$ cat src/rtl/fp_norm_shifter_if.sv
// Handshake bundle for fp_norm_shifter: operand side (in_*) and result side (out_*).
// The producer/consumer environment uses master; the shifter uses slave.
interface fp_norm_shifter_if #(
  parameter int WIDTH = 32
);
  localparam int CW = $clog2(WIDTH) + 1;

  logic             in_valid;
  logic             in_ready;
  logic [WIDTH-1:0] in_data;
  logic             in_trail;
  logic             out_valid;
  logic             out_ready;
  logic [WIDTH-1:0] out_data;
  logic [CW-1:0]    out_cnt;
  logic             out_zero;

  modport master (
    output in_valid, in_data, in_trail, out_ready,
    input  in_ready, out_valid, out_data, out_cnt, out_zero
  );

  modport slave (
    input  in_valid, in_data, in_trail, out_ready,
    output in_ready, out_valid, out_data, out_cnt, out_zero
  );
endinterface

$ cat src/rtl/fp_norm_shifter.sv
// Multi-cycle leading/trailing-one normalizer: binary-search shift, one stage per clock,
// fixed latency of log2(WIDTH) edges from accept to result.
module fp_norm_shifter #(
  parameter int WIDTH = 32
) (
  input  logic              clk,
  input  logic              rst_n,
  fp_norm_shifter_if.slave  io
);
  localparam int STAGES = $clog2(WIDTH);
  localparam int CW     = $clog2(WIDTH) + 1;
  localparam int KW     = (STAGES > 1) ? $clog2(STAGES) : 1;

  typedef enum logic [1:0] {IDLE, SHIFT, DONE} state_e;

  state_e           state_q, state_d;
  logic [WIDTH-1:0] data_q, data_d;
  logic [CW-1:0]    cnt_q, cnt_d;
  logic [KW-1:0]    k_q, k_d;
  logic             trail_q, trail_d;
  logic             zero_q, zero_d;

  always_ff @(posedge clk or negedge rst_n) begin
    if (!rst_n) begin
      state_q <= IDLE;
      data_q  <= '0;
      cnt_q   <= '0;
      k_q     <= '0;
      trail_q <= 1'b0;
      zero_q  <= 1'b0;
    end else begin
      state_q <= state_d;
      data_q  <= data_d;
      cnt_q   <= cnt_d;
      k_q     <= k_d;
      trail_q <= trail_d;
      zero_q  <= zero_d;
    end
  end

  logic [WIDTH-1:0] ones;
  logic [CW-1:0]    step;
  logic             hit;

  always_comb begin
    state_d = state_q;
    data_d  = data_q;
    cnt_d   = cnt_q;
    k_d     = k_q;
    trail_d = trail_q;
    zero_d  = zero_q;
    ones    = '1;
    step    = CW'(1) << k_q;
    hit     = 1'b0;

    case (state_q)
      IDLE: begin
        if (io.in_valid) begin
          data_d  = io.in_data;
          trail_d = io.in_trail;
          zero_d  = (io.in_data == '0);
          cnt_d   = '0;
          k_d     = KW'(STAGES - 1);
          state_d = SHIFT;
        end
      end
      SHIFT: begin
        // A stage shifts only when the whole window of 'step' bits at the far end is empty.
        if (trail_q) begin
          hit = ((data_q & ~(ones << step)) == '0);
          if (hit) data_d = data_q >> step;
        end else begin
          hit = ((data_q & ~(ones >> step)) == '0);
          if (hit) data_d = data_q << step;
        end
        if (hit) cnt_d = cnt_q + step;
        if (k_q == '0) begin
          state_d = DONE;
          if (zero_q) begin
            cnt_d  = CW'(WIDTH);
            data_d = '0;
          end
        end else begin
          k_d = k_q - KW'(1);
        end
      end
      DONE: begin
        if (io.out_ready) state_d = IDLE;
      end
      default: state_d = IDLE;
    endcase
  end

  assign io.in_ready  = (state_q == IDLE);
  assign io.out_valid = (state_q == DONE);
  assign io.out_data  = data_q;
  assign io.out_cnt   = cnt_q;
  assign io.out_zero  = zero_q;
endmodule

$ cat src/flat_wrapper.sv
// flat-port wrapper written by rule: the top's interface ports become plain ports
module fp_norm_shifter_flat 
#(
  parameter int WIDTH = 32
)
  (clk, rst_n, io_in_valid, io_in_data, io_in_trail, io_out_ready, io_in_ready, io_out_valid, io_out_data, io_out_cnt, io_out_zero);
  fp_norm_shifter_if #(.WIDTH(WIDTH)) io_i ();
  input  logic clk;
  input  logic rst_n;
  input wire logic [$bits(io_i.in_valid)-1:0] io_in_valid;
  input wire logic [$bits(io_i.in_data)-1:0] io_in_data;
  input wire logic [$bits(io_i.in_trail)-1:0] io_in_trail;
  input wire logic [$bits(io_i.out_ready)-1:0] io_out_ready;
  output wire logic [$bits(io_i.in_ready)-1:0] io_in_ready;
  output wire logic [$bits(io_i.out_valid)-1:0] io_out_valid;
  output wire logic [$bits(io_i.out_data)-1:0] io_out_data;
  output wire logic [$bits(io_i.out_cnt)-1:0] io_out_cnt;
  output wire logic [$bits(io_i.out_zero)-1:0] io_out_zero;
  assign io_i.in_valid = io_in_valid;
  assign io_i.in_data = io_in_data;
  assign io_i.in_trail = io_in_trail;
  assign io_i.out_ready = io_out_ready;
  assign io_in_ready = io_i.in_ready;
  assign io_out_valid = io_i.out_valid;
  assign io_out_data = io_i.out_data;
  assign io_out_cnt = io_i.out_cnt;
  assign io_out_zero = io_i.out_zero;
  fp_norm_shifter #(.WIDTH(WIDTH)) u_core (.clk(clk), .rst_n(rst_n), .io(io_i));
endmodule
$ cat config.mk
export PLATFORM = sky130hd
export DESIGN_NAME = fp_norm_shifter_flat
export DESIGN_NICKNAME = d
export VERILOG_FILES = /design/src/rtl/fp_norm_shifter_if.sv /design/src/rtl/fp_norm_shifter.sv /design/src/flat_wrapper.sv
export SDC_FILE = /design/constraint.sdc
export NUM_CORES = 1
export LEC_CHECK = 0
export CORE_AREA = 2 2 115 117
export CTS_CLUSTER_SIZE = 20
export DETAILED_ROUTE_END_ITERATION = 7
export DIE_AREA = 0 0 117 119
export PLACE_DENSITY = 0.75
export SLEW_MARGIN = 20
export SYNTH_ARGS = -nofsm -noshare
export SYNTH_HDL_FRONTEND = slang
export SYNTH_SLANG_ARGS = --single-unit
$ cat constraint.sdc
create_clock -name clk -period 3 [get_ports clk]
set_input_delay 0.3 -clock clk [delete_from_list [all_inputs] [get_ports clk]]
set_output_delay 0.3 -clock clk [all_outputs]
set_load 0.01 [all_outputs]
## After elaboration in Yosys (flattened, before gate mapping)

Cells that the tools add are included.

- Input bits: 37
- Latch bits: 0
- Output and inout bits: 41
- Word-level logic and storage cells: 54
- Bits in read-only memories: 0
- Memory bits (writable): 0
- Memories: 0
- Flip-flop bits (word level): 45

- Shift-type cells: 5
- Order comparisons: 0
- Div/mod/pow operators: 0
- Reductions and logical operators: 10
- Equal/unequal tests: 6
- Bitwise logic cells: 4
- Mux-type cells: 21
- Add/sub/neg operators: 2
- Multipliers: 0

Operator list:

| operator | count |
|---|---|
| 32-bit two-way mux | 6 |
| 32-bit logical NOT | 3 |
| 32-bit AND | 2 |
| 32-bit NOT | 2 |
| 32-bit one-hot mux with 2 select lines | 1 |
| 32-bit by 6-bit << shifter with 32-bit output | 1 |
| 32-bit by 6-bit << shifter with 32-bit output, first input constant | 1 |
| 32-bit by 6-bit right shift with 32-bit output | 1 |
| 32-bit by 6-bit right shift with 32-bit output, first input constant | 1 |
| 6-bit two-way mux | 4 |
| 6-bit one-hot mux with 2 select lines | 1 |
| 6-bit adder | 1 |
| 2-bit two-way mux | 3 |
| 3-bit two-way mux | 2 |
| 2-bit inequality test, second input constant | 3 |
| 2-bit one-hot mux with 3 select lines | 1 |
| 3-bit one-hot mux with 2 select lines | 1 |
| 3-bit AND reduction | 2 |
| 1-bit by 3-bit << shifter with 6-bit output, first input constant | 1 |
| 2-bit AND reduction | 2 |
| 3-bit logical NOT | 1 |
| 3-bit by 1-bit subtractor with 3-bit output, second input constant | 1 |
| 2-bit by 1-bit equality test with 1-bit output, second input constant | 1 |
| 2-bit equality test, second input constant | 1 |
| other kinds (4) | 5 |

## Depth between registers and ports, before layout

- Word-level depth: 11
- Depth in mapped cells: 15

## Worst setup path after synthesis

Ideal clock, no wire load.

- Path kind: reg2reg
- Start: register u_core.k_q[1]
- End: register u_core.cnt_q[4] (netlist: u_core.io.out_cnt[4])
- Clock period less this slack: 3.130 ns
- Buffers on the path: 5
- Path slack: -0.130 ns
- Library setup time: 0.121 ns
- Stages on the path, launching flop included: 16
- Arrival time: 3.009 ns
- Required time: 2.879 ns
- Cells stage by stage: dfrtp_1 -> inv_1 -> ha_1 -> clkbuf_1 -> buf_2 -> nand2b_1 -> buf_2 -> buf_1 -> clkbuf_1 -> xnor2_1 -> ha_1 -> a21oi_1 -> o21bai_1 -> a21oi_1 -> xnor2_1 -> a22o_1

- Longest elaborated chain between the ends: 11
- Elaborated cells on any way between the ends: 17
- Classes of those cells: 1 x add/sub; 3 x shift; 6 x mux; 4 x bitwise; 3 x reduce/logical

RTL lines:

| element | RTL line | RTL |
|---|---|---|
| from (decl) | fp_norm_shifter.sv:19 | `logic [KW-1:0] k_q, k_d;` |
| from (signal assigned) | fp_norm_shifter.sv:35 | `k_q <= k_d;` |
| 1-bit by 3-bit << shifter with 6-bit output | fp_norm_shifter.sv:53 | `step = CW'(1) << k_q;` |
| 32-bit by 6-bit right shift with 32-bit output or 32-bit by 6-bit << shifter with 32-bit output (tied branches) | fp_norm_shifter.sv:73, fp_norm_shifter.sv:70 |  |
| 32-bit NOT (on tied branches) | fp_norm_shifter.sv:73, fp_norm_shifter.sv:70 |  |
| 32-bit AND (on tied branches) | fp_norm_shifter.sv:73, fp_norm_shifter.sv:70 |  |
| 32-bit logical NOT (on tied branches) | fp_norm_shifter.sv:73, fp_norm_shifter.sv:70 |  |
| 1-bit two-way mux | fp_norm_shifter.sv:69 | `if (trail_q) begin` |
| 1-bit two-way mux | fp_norm_shifter.sv:56 | `case (state_q)` |
| 6-bit two-way mux | fp_norm_shifter.sv:76 | `if (hit) cnt_d = cnt_q + step;` |
| 6-bit two-way mux | fp_norm_shifter.sv:79 | `if (zero_q) begin` |
| 6-bit two-way mux (*) | fp_norm_shifter.sv:77 | `if (k_q == '0) begin` |
| 6-bit one-hot mux with 2 select lines (*) | fp_norm_shifter.sv:56 |  |
| to (signal assigned) | fp_norm_shifter.sv:34 | `cnt_q <= cnt_d;` |
| to (decl) | fp_norm_shifter.sv:18 | `logic [CW-1:0] cnt_q, cnt_d;` |

Mark *: on every way between the ends. The rest lies on a longest branch, timed or not. The select of a mux whose other input is x is not followed.
A chain may end at the register's enable or synchronous reset.

## Worst setup path in the final report

- Start: register u_core.k_q[0]
- End: register u_core.data_q[8] (netlist: u_core.io.out_data[8])

- Longest elaborated chain between the ends: 10
- Elaborated cells on any way between the ends: 18
- Classes of those cells: 5 x shift; 6 x mux; 4 x bitwise; 3 x reduce/logical

RTL lines:

| element | RTL line | RTL |
|---|---|---|
| 1-bit by 3-bit << shifter with 6-bit output | fp_norm_shifter.sv:53 |  |
| 32-bit by 6-bit right shift with 32-bit output or 32-bit by 6-bit << shifter with 32-bit output (tied branches) | fp_norm_shifter.sv:73, fp_norm_shifter.sv:70 |  |
| 32-bit NOT (on tied branches) | fp_norm_shifter.sv:73, fp_norm_shifter.sv:70 |  |
| 32-bit AND (on tied branches) | fp_norm_shifter.sv:73, fp_norm_shifter.sv:70 |  |
| 32-bit logical NOT (on tied branches) | fp_norm_shifter.sv:73, fp_norm_shifter.sv:70 |  |
| 32-bit two-way mux (on tied branches) | fp_norm_shifter.sv:74, fp_norm_shifter.sv:71 |  |
| 32-bit two-way mux | fp_norm_shifter.sv:69 |  |
| 32-bit two-way mux | fp_norm_shifter.sv:79 |  |
| 32-bit two-way mux (*) | fp_norm_shifter.sv:77 |  |
| 32-bit one-hot mux with 2 select lines (*) | fp_norm_shifter.sv:56 |  |
| to (signal assigned) | fp_norm_shifter.sv:33 | `data_q <= data_d;` |
| to (decl) | fp_norm_shifter.sv:17 | `logic [WIDTH-1:0] data_q, data_d;` |

Mark *: on every way between the ends. The rest lies on a longest branch, timed or not.

==> impl_metrics.py <==
metrics = {
    "critical_path": {
        "rrSetupSlack_ns": -0.14,
        "worstRegToRegCells": 12,
        "crit_path_start": "u_core.k_q[0]$_DFFE_PN0P_",
        "crit_required_ns": 3.18,
        "reg2reg_to": "u_core.io.out_data[8]$_DFFE_PN0P_",
        "cp-end-kind": "flop",
        "crit_type": "reg2reg",
        "r2r-start": "u_core.k_q[0]$_DFFE_PN0P_",
        "critPathArrivalTime_ns": 3.32,
        "startpoint_type": "flop",
        "worstPathMaxFanout": 7,
    },
    "global_route": {
        "globalRouteMet2Util_pct": 72.4,
        "grt_util_all_layers_pct": 52.0,
        "grt_pass1_wl_um": 52700,
        "met1_usage_pct": 65.8,
        "use_met3_pct": 20.8,
        "grt_max_degree": 46,
        "grt-ovfl-total": 0,
        "first_global_vias": 8287,
        "antenna_found_initial": 1,
        "grt_busiest_layer": "met2",
    },
    "synthesis": {
        "synth_edf_count": 0,
        "ys_types": 72,
        "synth.yosys.seq_area_share_pct": 18.0,
        "async_reset_ff_share_pct": 100,
        "netlist_instances": 847,
        "synth-seq-cells": 45,
        "syn_area_um2": 6270,
        "synth.net_count": 893,
        "synthFlopType": "dfrtp_1",
        "ys_warn_count": 0,
        "syn_area_per_cell_um2": 7.40,
    },
    "place": {
        "io_buffer_count": 77,
        "dp_hpwl_um": 27300,
        "place_congestion": 1.08,
        "place_area_um2": 8750,
        "preCtsSetupSlack_ns": -0.234,
    },
    "timing": {
        "rsz0062_at_grt": "true",
        "fin_ws_ns": -0.144,
        "setup_violations": 36,
        "max_slew.worst_pin.slew_ns": 0.754,
        "max-slew-margin-rel_pct": 49.7,
        "post-route-period-util_pct": 105,
        "finalClockSkew_ns": 0.0102,
        "finalHoldViolCount": 0,
        "fmax_mhz": 318,
        "report.final.slew_viol_count": 0,
        "finalSetupTns_ns": -2.11,
        "final.min_clock_period_ns": 3.14,
    },
    "finish": {
        "multi_input_area_um2": 5040,
        "final_util_pct": 73.7,
        "regArea_um2": 1130,
        "fillCellCount": 992,
        "drive_gt1_share_pct": 31.6,
        "areaGrowthSynthToFinish_pct": 51.5,
        "design_area_um2": 9490,
        "fin_nets": 1134,
    },
    "clock_network": {
        "clockRootBuffer": "clkbuf_16",
        "clockBufferDepth": 2,
        "cts_buffers": 5,
        "cts_hold_buf": 0,
        "clkLatencyLatePin_ns": 0.30,
        "htree_levels": 2,
        "cts_tree": "done",
        "path_clk_slew_ns": 0.07,
        "clock_sinks": 45,
    },
    "floorplanning": {
        "die_h_um": 119,
        "io_pins": 78,
        "rows": 42,
        "core-area_um2": 12900,
        "die_x_um": 117,
        "initial_utilization_pct": 48.7,
        "dieArea_um2": 13900,
    },
    "min_path": {
        "hold_path_class": "in2async",
    },
    "drt": {
        "drt_pass1_iterations": 6,
        "drt_iter0_markers": 1554,
        "vias": 8996,
        "routedWlPerCell_um": 29.5,
        "finalWirelength_um": 37300,
        "avgViaCountPerCell": 7.11,
        "drc": 0,
        "drtAntennaViolNets": 0,
    },
    "outcome": {
        "failed_checks": "setup timing",
        "status": "finished with violations",
    },
    "job": {
        "timing.max_cap.violations": 0,
    },
}
==> flip-flops by register name, summed over array words and instances (netlist names) <==
register,cells
u_core.trail_q,1
u_core.io.out_data,32
u_core.io.out_zero,1
u_core.state_q,2
u_core.k_q,3
u_core.io.out_cnt,6
==> how the worst max path moves through the flow <==
stage | slack [ns] | endpoint | depth (start not counted)
after floorplan | 0.0005 | u_core.io.out_data[11]$_DFFE_PN0P_ | 13
after detailed placement | -0.23 | u_core.io.out_data[18]$_DFFE_PN0P_ | 14
after global routing | -0.21 | u_core.io.out_data[11]$_DFFE_PN0P_ | 13
after CTS | -0.008 | u_core.io.out_data[3]$_DFFE_PN0P_ | 13
after global placement | -0.25 | u_core.io.out_cnt[2]$_DFFE_PN0P_ | 11
final | -0.14 | u_core.io.out_data[8]$_DFFE_PN0P_ | 12
==> synth_stat cells, types with 4 or more instances <==
cell       count  area (um2)
buf_1         14        52.6
a22o_1         6        52.6
nand4_1       12        75.1
o221ai_1       5        43.8
o211ai_1       9        67.6
dfrtp_1       45        1130
nand3_1       15        75.1
nand2_1      116         435
nor4_1        17         106
o22ai_1       25         156
clkbuf_1      58         218
a2bb2oi_1      6        52.6
a31oi_1       12        75.1
a32oi_1       11        96.3
and3_1        13        81.3
a221oi_1       8        70.1
a21boi_0       7        52.6
nor2_1        55         206
ha_1           9         113
mux4_2        10         225
and2_1         6        37.5
nor2b_1        7        43.8
buf_2         18        90.1
nor3_1        10        50.1
mux2i_1       96         961
a221o_1        4        40.0
nand2b_1       9        56.3
a22oi_1       26         195
a21oi_1       62         310
a21o_1         7        52.6
o2bb2ai_1      4        35.0
a211oi_1      15         113
o21ai_0       47         235
inv_1         12        45.0
o22a_1         5        43.8
xnor2_1        5        43.8
==> metrics by stage <==
| step | hold slack [ns] | cells |
|---|---|---|
| 3_3_place_gp | 0.539 | 1240 |
| 5_1_grt | 0.0461 | 1265 |
| 3_5_place_dp | 0.527 | 1240 |
| 6_report | 0.00392 | 1266 |
| 2_1_floorplan | 0.00441 | 847 |
| 4_1_cts | 0.217 | 1255 |
==> final cells by class <==
| type | instances | share of cell area, % |
|---|---|---|
| multi-input cells | 691 | 53.1 |
| repair buffers | 329 | 30.2 |
| flip-flops and latches | 45 | 11.9 |
| well taps | 176 | 2.32 |
| clock buffers | 6 | 1.36 |
| inverters | 16 | 0.685 |
| clock inverters | 2 | 0.409 |
| diodes | 1 | 0.0264 |
==> cells in the final DEF, fill, tap and decap left out, types with 6 or more instances in the layout <==
master	Yosys	routed
nor2_1	55	52
a21oi_1	62	56
buf_12	0	10
a32oi_1	11	8
o22ai_1	25	25
clkbuf_16	0	8
nor3_1	10	9
o21ai_1	0	9
buf_4	1	233
a21o_1	7	7
o211ai_1	9	9
inv_1	12	10
o21ai_0	47	36
mux2i_1	96	87
nand2_1	116	114
dfrtp_1	45	42
a22o_1	6	6
buf_6	2	6
mux2i_2	0	7
a31oi_1	12	12
a22oi_1	26	25
clkdlybuf4s50_1	0	76
nand4_1	12	12
and3_1	13	11
mux4_2	10	10
nor4_1	17	17
a211oi_1	15	10
nand2b_1	9	7
a221oi_1	8	6
nand3_1	15	14
==> critical path: stages, from the launching register on <==
cell and delay, ns:
dfrtp_2 0.46, inv_4 0.10, ha_4 0.18, buf_6 0.12
nor2b_4 0.30, buf_12 0.18, buf_4 0.19, mux2i_1 0.32
mux2i_1 0.12, mux2i_1 0.26, o221ai_1 0.24, a32o_2 0.28
a221o_1 0.28
==> cells by family (layout without fill, tap and decap cells) <==
family / Yosys count / after routing / synth area share [%]
compound gates: 291 / 291 / 32.0
simple gates: 276 / 276 / 20.6
buf+inv: 111 / 353 / 7.35
mux: 108 / 108 / 19.3
flops: 45 / 45 / 18.0
fa+ha+maj: 10 / 10 / 1.96
xor+xnor: 6 / 6 / 0.839
other cells: 0 / 1 / 0
==> layer usage <==
layer | part of all wire, % | wire, um | up-vias
met2 | 40 | 14900 | 851
met3 | 16 | 6000 | 246
li1 | - | - | 3706
met1 | 35 | 13000 | 4193
met5 | 0 | 0 | -
met4 | 9.0 | 3380 | 0
==> repair_timing <==
item | CTS | global route
cloned | 0 | 3
endpoints found under the setup margin | 38 | 38
gates resized for setup | 35 | 62
pin swaps | 4 | 29
buffers inserted | 7 | 8
endpoints found under the hold margin | 0 | 0
Power is not shown: default switching activity piles up to over one toggle a cycle in this logic, so the estimate is an artifact.
